[src/rtl/serial_add_pkg.sv]
// -----------------------------------------------------------------------------
// serial_add_pkg
// Shared definitions for the bit-serial adder controller.
//   state_t      : FSM encoding (IDLE=0, RUN=1, DONE=2)
//   WIDTH_MAX    : largest supported operand width
//   CNT_W_MAX    : bit counter width that covers WIDTH_MAX-1
//   cnt_width()  : bit counter width that holds WIDTH-1 for a given WIDTH
// -----------------------------------------------------------------------------
package serial_add_pkg;

   typedef enum logic [1:0] {
      ST_IDLE = 2'd0,
      ST_RUN  = 2'd1,
      ST_DONE = 2'd2
   } state_t;

   localparam int WIDTH_MIN = 2;
   localparam int WIDTH_MAX = 32;
   localparam int CNT_W_MAX = $clog2(WIDTH_MAX);

   // $clog2(w) bits are enough to count 0..w-1; never return fewer than 1 bit.
   function automatic int cnt_width(input int width);
      return (width <= 2) ? 1 : $clog2(width);
   endfunction

endpackage

[src/rtl/serial_add_ctrl_full_adder.sv]
// -----------------------------------------------------------------------------
// full_adder
// Single-bit full adder cell shared by the serial adder controller.
// Ports:
//   A, B  : operand bits
//   C_i   : carry in
//   S_o   : sum bit
//   C_o   : carry out
// -----------------------------------------------------------------------------
module full_adder (
   input  logic A,
   input  logic B,
   input  logic C_i,
   output logic C_o,
   output logic S_o
);

   logic w_axb;

   assign w_axb = A ^ B;
   assign S_o   = w_axb ^ C_i;
   assign C_o   = (A & B) | (C_i & w_axb);

endmodule

[src/rtl/serial_add_ctrl.sv]
// -----------------------------------------------------------------------------
// serial_add_ctrl
// Bit-serial adder: one shared full_adder processes one bit pair per clock,
// LSB first, with the carry held in a register between cycles. The finished
// sum and carry-out are copied to output registers on the last RUN edge and a
// one-cycle DONE_o pulse follows.
//
// Optional feature macro: SERIAL_ADD_SUB_EN
//   When defined, SUB_i exists; SUB_i=1 on an accepted start captures ~B_i and
//   forces the initial carry to 1, giving A - B (C_o=1 means no borrow).
//
// Ports:
//   CLK_i    : clock, rising edge
//   RSTn_i   : asynchronous active-low reset
//   START_i  : start request, sampled only in IDLE
//   A_i, B_i : operands, captured on accepted start
//   C_i      : carry-in, captured on accepted start
//   SUB_i    : subtract select (SERIAL_ADD_SUB_EN only)
//   BUSY_o   : high during RUN and DONE
//   DONE_o   : one-cycle completion pulse
//   S_o      : registered sum
//   C_o      : registered carry-out
// -----------------------------------------------------------------------------
import serial_add_pkg::*;

module serial_add_ctrl #(
   parameter int WIDTH = 8
) (
   input  logic             CLK_i,
   input  logic             RSTn_i,
   input  logic             START_i,
   input  logic [WIDTH-1:0] A_i,
   input  logic [WIDTH-1:0] B_i,
   input  logic             C_i,
`ifdef SERIAL_ADD_SUB_EN
   input  logic             SUB_i,
`endif
   output logic             BUSY_o,
   output logic             DONE_o,
   output logic [WIDTH-1:0] S_o,
   output logic             C_o
);

   localparam int                CNT_W    = cnt_width(WIDTH);
   localparam logic [CNT_W-1:0]  LAST_CNT = CNT_W'(WIDTH - 1);

   state_t             r_state;
   state_t             w_next;
   logic               w_accept;
   logic               w_run_last;

   logic [WIDTH-1:0]   r_a_sh;
   logic [WIDTH-1:0]   r_b_sh;
   logic [WIDTH-1:0]   r_sum_sh;
   logic               r_carry;
   logic [CNT_W-1:0]   r_cnt;

   logic [WIDTH-1:0]   r_s;
   logic               r_c;
   logic               r_busy;
   logic               r_done;

   logic               w_fa_s;
   logic               w_fa_c;
   logic [WIDTH-1:0]   w_sum_next;
   logic [WIDTH-1:0]   w_b_load;
   logic               w_c_load;

   // Operand conditioning at capture time: subtraction is A + ~B + 1.
`ifdef SERIAL_ADD_SUB_EN
   assign w_b_load = SUB_i ? ~B_i : B_i;
   assign w_c_load = SUB_i ? 1'b1 : C_i;
`else
   assign w_b_load = B_i;
   assign w_c_load = C_i;
`endif

   full_adder u_fa (
      .A   (r_a_sh[0]),
      .B   (r_b_sh[0]),
      .C_i (r_carry),
      .C_o (w_fa_c),
      .S_o (w_fa_s)
   );

   // New sum bit enters at the MSB so that after WIDTH shifts bit 0 sits at [0].
   assign w_sum_next = {w_fa_s, r_sum_sh[WIDTH-1:1]};

   always_comb begin
      w_next     = r_state;
      w_accept   = 1'b0;
      w_run_last = 1'b0;
      case (r_state)
         ST_IDLE: begin
            if (START_i) begin
               w_next   = ST_RUN;
               w_accept = 1'b1;
            end
         end
         ST_RUN: begin
            if (r_cnt == LAST_CNT) begin
               w_next     = ST_DONE;
               w_run_last = 1'b1;
            end
         end
         ST_DONE: begin
            w_next = ST_IDLE;
         end
         default: begin
            w_next = ST_IDLE;
         end
      endcase
   end

   always_ff @(posedge CLK_i or negedge RSTn_i) begin
      if (!RSTn_i) begin
         r_state  <= ST_IDLE;
         r_busy   <= 1'b0;
         r_done   <= 1'b0;
         r_a_sh   <= '0;
         r_b_sh   <= '0;
         r_sum_sh <= '0;
         r_carry  <= 1'b0;
         r_cnt    <= '0;
         r_s      <= '0;
         r_c      <= 1'b0;
      end else begin
         r_state <= w_next;
         // Status flags are registered from the next state so they line up
         // exactly with the state they describe.
         r_busy  <= (w_next != ST_IDLE);
         r_done  <= (w_next == ST_DONE);

         if (w_accept) begin
            r_a_sh   <= A_i;
            r_b_sh   <= w_b_load;
            r_carry  <= w_c_load;
            r_sum_sh <= '0;
            r_cnt    <= '0;
         end else if (r_state == ST_RUN) begin
            r_sum_sh <= w_sum_next;
            r_carry  <= w_fa_c;
            r_a_sh   <= {1'b0, r_a_sh[WIDTH-1:1]};
            r_b_sh   <= {1'b0, r_b_sh[WIDTH-1:1]};
            r_cnt    <= r_cnt + 1'b1;
            // Outputs take the complete word directly, so partial sums are
            // never exposed.
            if (w_run_last) begin
               r_s <= w_sum_next;
               r_c <= w_fa_c;
            end
         end
      end
   end

   assign BUSY_o = r_busy;
   assign DONE_o = r_done;
   assign S_o    = r_s;
   assign C_o    = r_c;

endmodule

[config.mk]
export PLATFORM = sky130hd
export DESIGN_NAME = serial_add_ctrl
export DESIGN_NICKNAME = d
export VERILOG_FILES = /design/src/rtl/serial_add_pkg.sv /design/src/rtl/serial_add_ctrl_full_adder.sv /design/src/rtl/serial_add_ctrl.sv
export SDC_FILE = /design/constraint.sdc
export NUM_CORES = 1
export LEC_CHECK = 0
export CORE_ASPECT_RATIO = 1.2
export CORE_MARGIN = 2
export CORE_UTILIZATION = 50
export DETAILED_ROUTE_END_ITERATION = 16
export HOLD_SLACK_MARGIN = 0.1
export PLACE_DENSITY = 0.77
export SYNTH_ARGS = -nofsm -noshare
export SYNTH_HDL_FRONTEND = slang
export SYNTH_SLANG_ARGS = --single-unit
[constraint.sdc]
create_clock -name CLK_i -period 2.5 [get_ports CLK_i]
set_input_delay 0.5 -clock CLK_i [delete_from_list [all_inputs] [get_ports CLK_i]]
set_output_delay 0.5 -clock CLK_i [all_outputs]
set_load 0.05 [all_outputs]
After elaboration in Yosys (flattened, before gate mapping)
Index checks and enable logic that the tools add are counted. W data, S select, Z words.

$add $sub $neg: 1. Equality and inequality tests: 3. Mux-type cells: 17. Bitwise operators: 6. Reduce and logical (&&, ||, !) cells: 4.

Operator list (number): $mux W8 (6); $mux W1 (6); $mux W3 (2); $mux W2 (2); $pmux W2 S2 (1); $reduce_bool A2 Y1 (2); $add A3 B1 Y3 const B (1); $eq A3 B3 Y1 const B (1); $reduce_and A3 Y1 (1); $and A1 B1 Y1 (2); $eq A2 B1 Y1 const B (1); $eq A2 B2 Y1 const B (1); $logic_not A2 Y1 (1); $xor A1 B1 Y1 (2); $not A1 Y1 (1); $or A1 B1 Y1 (1).

Flip-flop bits (word level): 41. Output and inout bits: 11. Word-level logic and storage cells: 41.

Longest topological paths before layout
Depth in word-level cells: 5. Gate-level depth with buffers: 5. Mapped depth without buffers: 4.

Modules after synthesis
Synthesis repeated with hierarchy kept, for this count alone.

Cells, all modules: 118. Area total of the unflattened synthesis: 1730.4 sq um.

By module, submodules not included: serial_add_ctrl (times used 1, cells an instance 117, area an instance 1710.4 sq um); full_adder (times used 1, cells an instance 1, area an instance 20.0 sq um).

Worst setup path before layout
No wires, ideal clock.

Path type: register to register. From: reg r_cnt[0]. To: reg r_s[1], in the netlist S_o[1]. Library setup time: 0.125 ns. Arrival time: 1.332 ns. Required time: 2.375 ns. Slack: 1.043 ns. Stages on the path, launching flop included: 6. Path buffers: 1. Clock period less this slack: 1.457 ns. Cell sequence: dfrtp_1 -> ha_1 -> ha_1 -> nand3b_1 -> buf_4 -> mux2_2.

Longest elaborated chain between the ends: 4.

Ends and longest elaborated chain: from (decl) (RTL line serial_add_ctrl.sv:56) `logic [CNT_W-1:0] r_cnt;`; from (signal assigned) (RTL line serial_add_ctrl.sv:145) `r_cnt <= r_cnt + 1'b1;`; $eq A3 B3 Y1 (RTL line serial_add_ctrl.sv:101) `if (r_cnt == LAST_CNT) begin`; $mux W1 (RTL line serial_add_ctrl.sv:101); $mux W1 (RTL line serial_add_ctrl.sv:93) `case (r_state)`; $reduce_and A3 Y1 (no source line); to (signal assigned) (RTL line serial_add_ctrl.sv:149) `r_s <= w_sum_next;`; to (decl) (RTL line serial_add_ctrl.sv:58) `logic [WIDTH-1:0] r_s;`.

Every way passes these cells. A chain may end at the register's enable or synchronous reset.

Final worst setup path
From: in START_i. To: reg r_a_sh[1].

Longest elaborated chain between the ends: 3. Elaborated cells on any way between the ends: 4. Those cells by class: mux (3); reduce/logical (1).

Ends and longest elaborated chain: from (decl) (RTL line serial_add_ctrl.sv:31) `input logic START_i,`; $mux W1 * (RTL line serial_add_ctrl.sv:95) `if (START_i) begin`; $mux W1 * (RTL line serial_add_ctrl.sv:93); $mux W8 / $reduce_bool A2 Y1 (equally long branches); to (signal assigned) (RTL line serial_add_ctrl.sv:135) `r_a_sh <= A_i;`; to (signal assigned) (RTL line serial_add_ctrl.sv:143) `r_a_sh <= {1'b0, r_a_sh[WIDTH-1:1]};`; to (decl) (RTL line serial_add_ctrl.sv:52) `logic [WIDTH-1:0] r_a_sh;`.

Mark *: on every way between the ends. The rest lies on a longest branch, timed or not.

==> summary.md <==
| Metric | Value |
|---|---|
| RSZ-0062 raised after global routing | `no` |
| FMAX | `about 0.48 GHz` |
| Die width | `about 57 µm` |
| Seq cells post-synth | `40` |
| DR iter-0 viols | `123` |
| Async SR Flop Fraction | `100%` |
| Setup crit end kind | `flop` |
| Count of hold-fix buffers inserted at cts | `0` |
| Final Net Count | `between 150 and 200` |
| Tmin final | `2.07 ns` |
| Hold Path Class | `primary input to async pin` |
| Worst slew pin tran | `roughly 1.0 ns` |
| CTS tree | `done` |
| Yosys warnings | `0` |
| CP Class | `primary input to flop` |
| Via count | `between 1000 and 1500` |
| # setup viols final | `0` |
| Vias in the first global route | `about 1200` |
| Worst-case vdd ir drop | `about 1.0 mV` |
| CP Max Fanout | `15` |
| Initial antenna violation count | `0` |
| Sequential share of the synthesized area | `58.8%` |
| Reg clk slew, reported paths | `~0.070 ns` |
| Worst hold slack | `0.315 ns` |
| DR WL/cell | `16.3 µm` |
| Post-synth cell types | `21` |
| Yosys top cell area share | `58.8%` |
| CP arrival | `about 2.2 ns` |
| GRT Overall Usage | `19.2%` |
| Top-count cell post-synth | `dfrtp_1` |
| Die Y | `67.9 µm` |
| Top cells by area, synth | `dfrtp_1 (59%), a222oi_1 (8.8%), mux2_2 (6.0%)` |
| Post-synth EDFFs | `0` |
| Avg Cell Area, Syn | `between 10 and 15 µm²` |
| Antenna cells | `0` |
| Worst relative slew slack | `a little under a third` |
| Worst-Skew Late Latency | `0.29 ns` |
| Clock buffer depth | `2` |
| Register area | `between 1000 and 1500 µm²` |
| Worst clock skew | `0.00552 ns` |
| CTS Buf Count | `5` |
| Clock root buffer | `clkbuf_8` |
| CTS resizes | `0` |
| Core area | `3310 µm²` |
| Post-Route WL | `3.31 mm` |
| Fill count | `between 200 and 300` |
| Synth cell count leaders | `dfrtp_1 (40), inv_1 (22), a222oi_1 (15), nor2_1 (15)` |
| Cell row count | `23` |
| Total Neg Setup Slack | `0 ns` |
| Initial Util | `around 51%` |
| Nature of the critical path startpoint | `primary input` |
| Multi-input combinational cell area | `roughly 540 µm²` |
| Synth Instances | `~140` |
| Largest net degree at the start of global routing | `41` |
| Power per cell area | `1320 nW/µm²` |
| Final antenna-violating net count | `0` |
| Drt pass-1 iters | `7` |
| Max-cap check violation count | `0` |
| Share of cells above drive strength 1 | `between 10% and 20%` |
| Tcrit/Tclk final | `82.9%` |
| Final hold violation count | `0` |
| Placer Congestion | `between 0.7 and 0.8` |
| Drt drc | `0` |
| Mapped Area | `between 1500 and 2000 µm²` |
| Top_reg_cell synth | `dfrtp_1` |
| R2r setup slk | `a little under 0.8 ns` |
| Ports | `31` |
| Post-Syn Nets | `159` |
| Reg-to-Reg End | `r_a_sh[1]$_DFFE_PN0P_` |
| Leak | `0.978 nW` |
| Worst Path Required | `around 2.6 ns` |
| HPWL Detailed | `~2.1 mm` |
| Grt total ovfl | `0` |
| DR vias/cell | `5.82` |
| Slew Limit Fails | `0` |
| Status | `finished, final reports clean` |
| Die area | `roughly 3900 µm²` |
| Number of post-CTS setup repair buffers | `0` |
| Htree depth | `2` |
| Global-route wire length before repair | `5.55 mm` |
| Yosys top cell by area | `dfrtp_1` |
| Clock sink total | `40` |
| Port Buffers | `30` |
| Worst reg-to-reg path cell count | `2` |
| Total power | `around 2.7 mW` |
| Worst r2r src | `r_state[0]$_DFF_PN0_` |
| Area growth, synth to finish | `21.0%` |
-- layer usage --
metal | share of wire, % | track usage [%] | up-vias
li1 | - | - | 537
met1 | 42 | 23.6 | 593
met2 | 49 | 30.6 | 45
met3 | 6.8 | 6.99 | 7
met4 | 1.5 | 8.43 | 0
met5 | 0 | 0 | -
-- cell type report --
cell class,instances,area share (%)
repair buffers,31,14.7
inverters,22,4.01
well taps,37,2.25
multi-input cells,65,26.1
clock buffers,8,4.37
flip-flops and latches,40,48.6
-- worst max-delay path by stage --
stage | from | end | slack, ns | cells after the start
5_1_grt | START_i | r_a_sh[1]$_DFFE_PN0P_ | 0.36 | 3
2_1_floorplan | r_cnt[0]$_DFFE_PN0P_ | S_o[1]$_DFFE_PN0P_ | 1.04 | 5
3_5_place_dp | START_i | r_a_sh[1]$_DFFE_PN0P_ | 0.19 | 3
3_3_place_gp | START_i | r_b_sh[4]$_DFFE_PN0P_ | 0.29 | 3
6_report | START_i | r_a_sh[1]$_DFFE_PN0P_ | 0.43 | 3
4_1_cts | START_i | r_b_sh[0]$_DFFE_PN0P_ | 0.50 | 3
-- layout by cell type (no fill, tap or decap), types with 4 or more instances in the layout --
cell type,instances
a22o_1,9
nand2_1,4
nor2_1,15
mux2_2,9
inv_1,22
clkdlybuf4s50_1,29
dfrtp_1,40
clkbuf_8,6
a222oi_1,15
-- cells by family (layout without fill, tap and decap cells) --
| family | Yosys count | count (layout) | synth area share, % |
|---|---|---|---|
| buffers and inverters | 31 | 61 | 9.62 |
| and+or+nand+nor | 24 | 24 | 6.54 |
| AOI/OAI and AO/OA | 28 | 28 | 15.9 |
| adders and majority gates | 3 | 3 | 2.64 |
| DFF | 40 | 40 | 58.8 |
| muxes | 10 | 10 | 6.54 |
-- report_power, final --
group / leakage (nW) / switching (mW) / internal (mW)
registers: 0.488 / 0.129 / 0.934
logic: 0.444 / 0.701 / 0.521
clock network: 0.0455 / 0.205 / 0.225
total: 0.978 / 1.04 / 1.68
-- flip-flops by register name (all words and copies together), names as in the netlist --
register,count
BUSY_o,1
DONE_o,1
S_o,8
r_state,2
r_b_sh,8
r_sum_sh,7
r_cnt,3
r_carry,1
r_a_sh,8
C_o,1
-- per-stage QoR --
| step | cell area, µm² | setup slack (ns) | std cells | util [%] |
|---|---|---|---|---|
| 3_5_place_dp | 1970 | 0.195 | 195 | 59.5 |
| 5_1_grt | 2060 | 0.361 | 203 | 62.3 |
| 4_1_cts | 2060 | 0.501 | 203 | 62.3 |
| 3_3_place_gp | 1970 | 0.292 | 195 | 59.5 |
| 6_report | 2060 | 0.429 | 203 | 62.3 |
| 2_1_floorplan | 1700 | 1.04 | 136 | - |
-- critical path: stages --
cell,delay [ns]
clkdlybuf4s50_1,0.57
nor2b_1,0.84
a222oi_1,0.25
No activity file was read; power rests on OpenSTA's default activity.
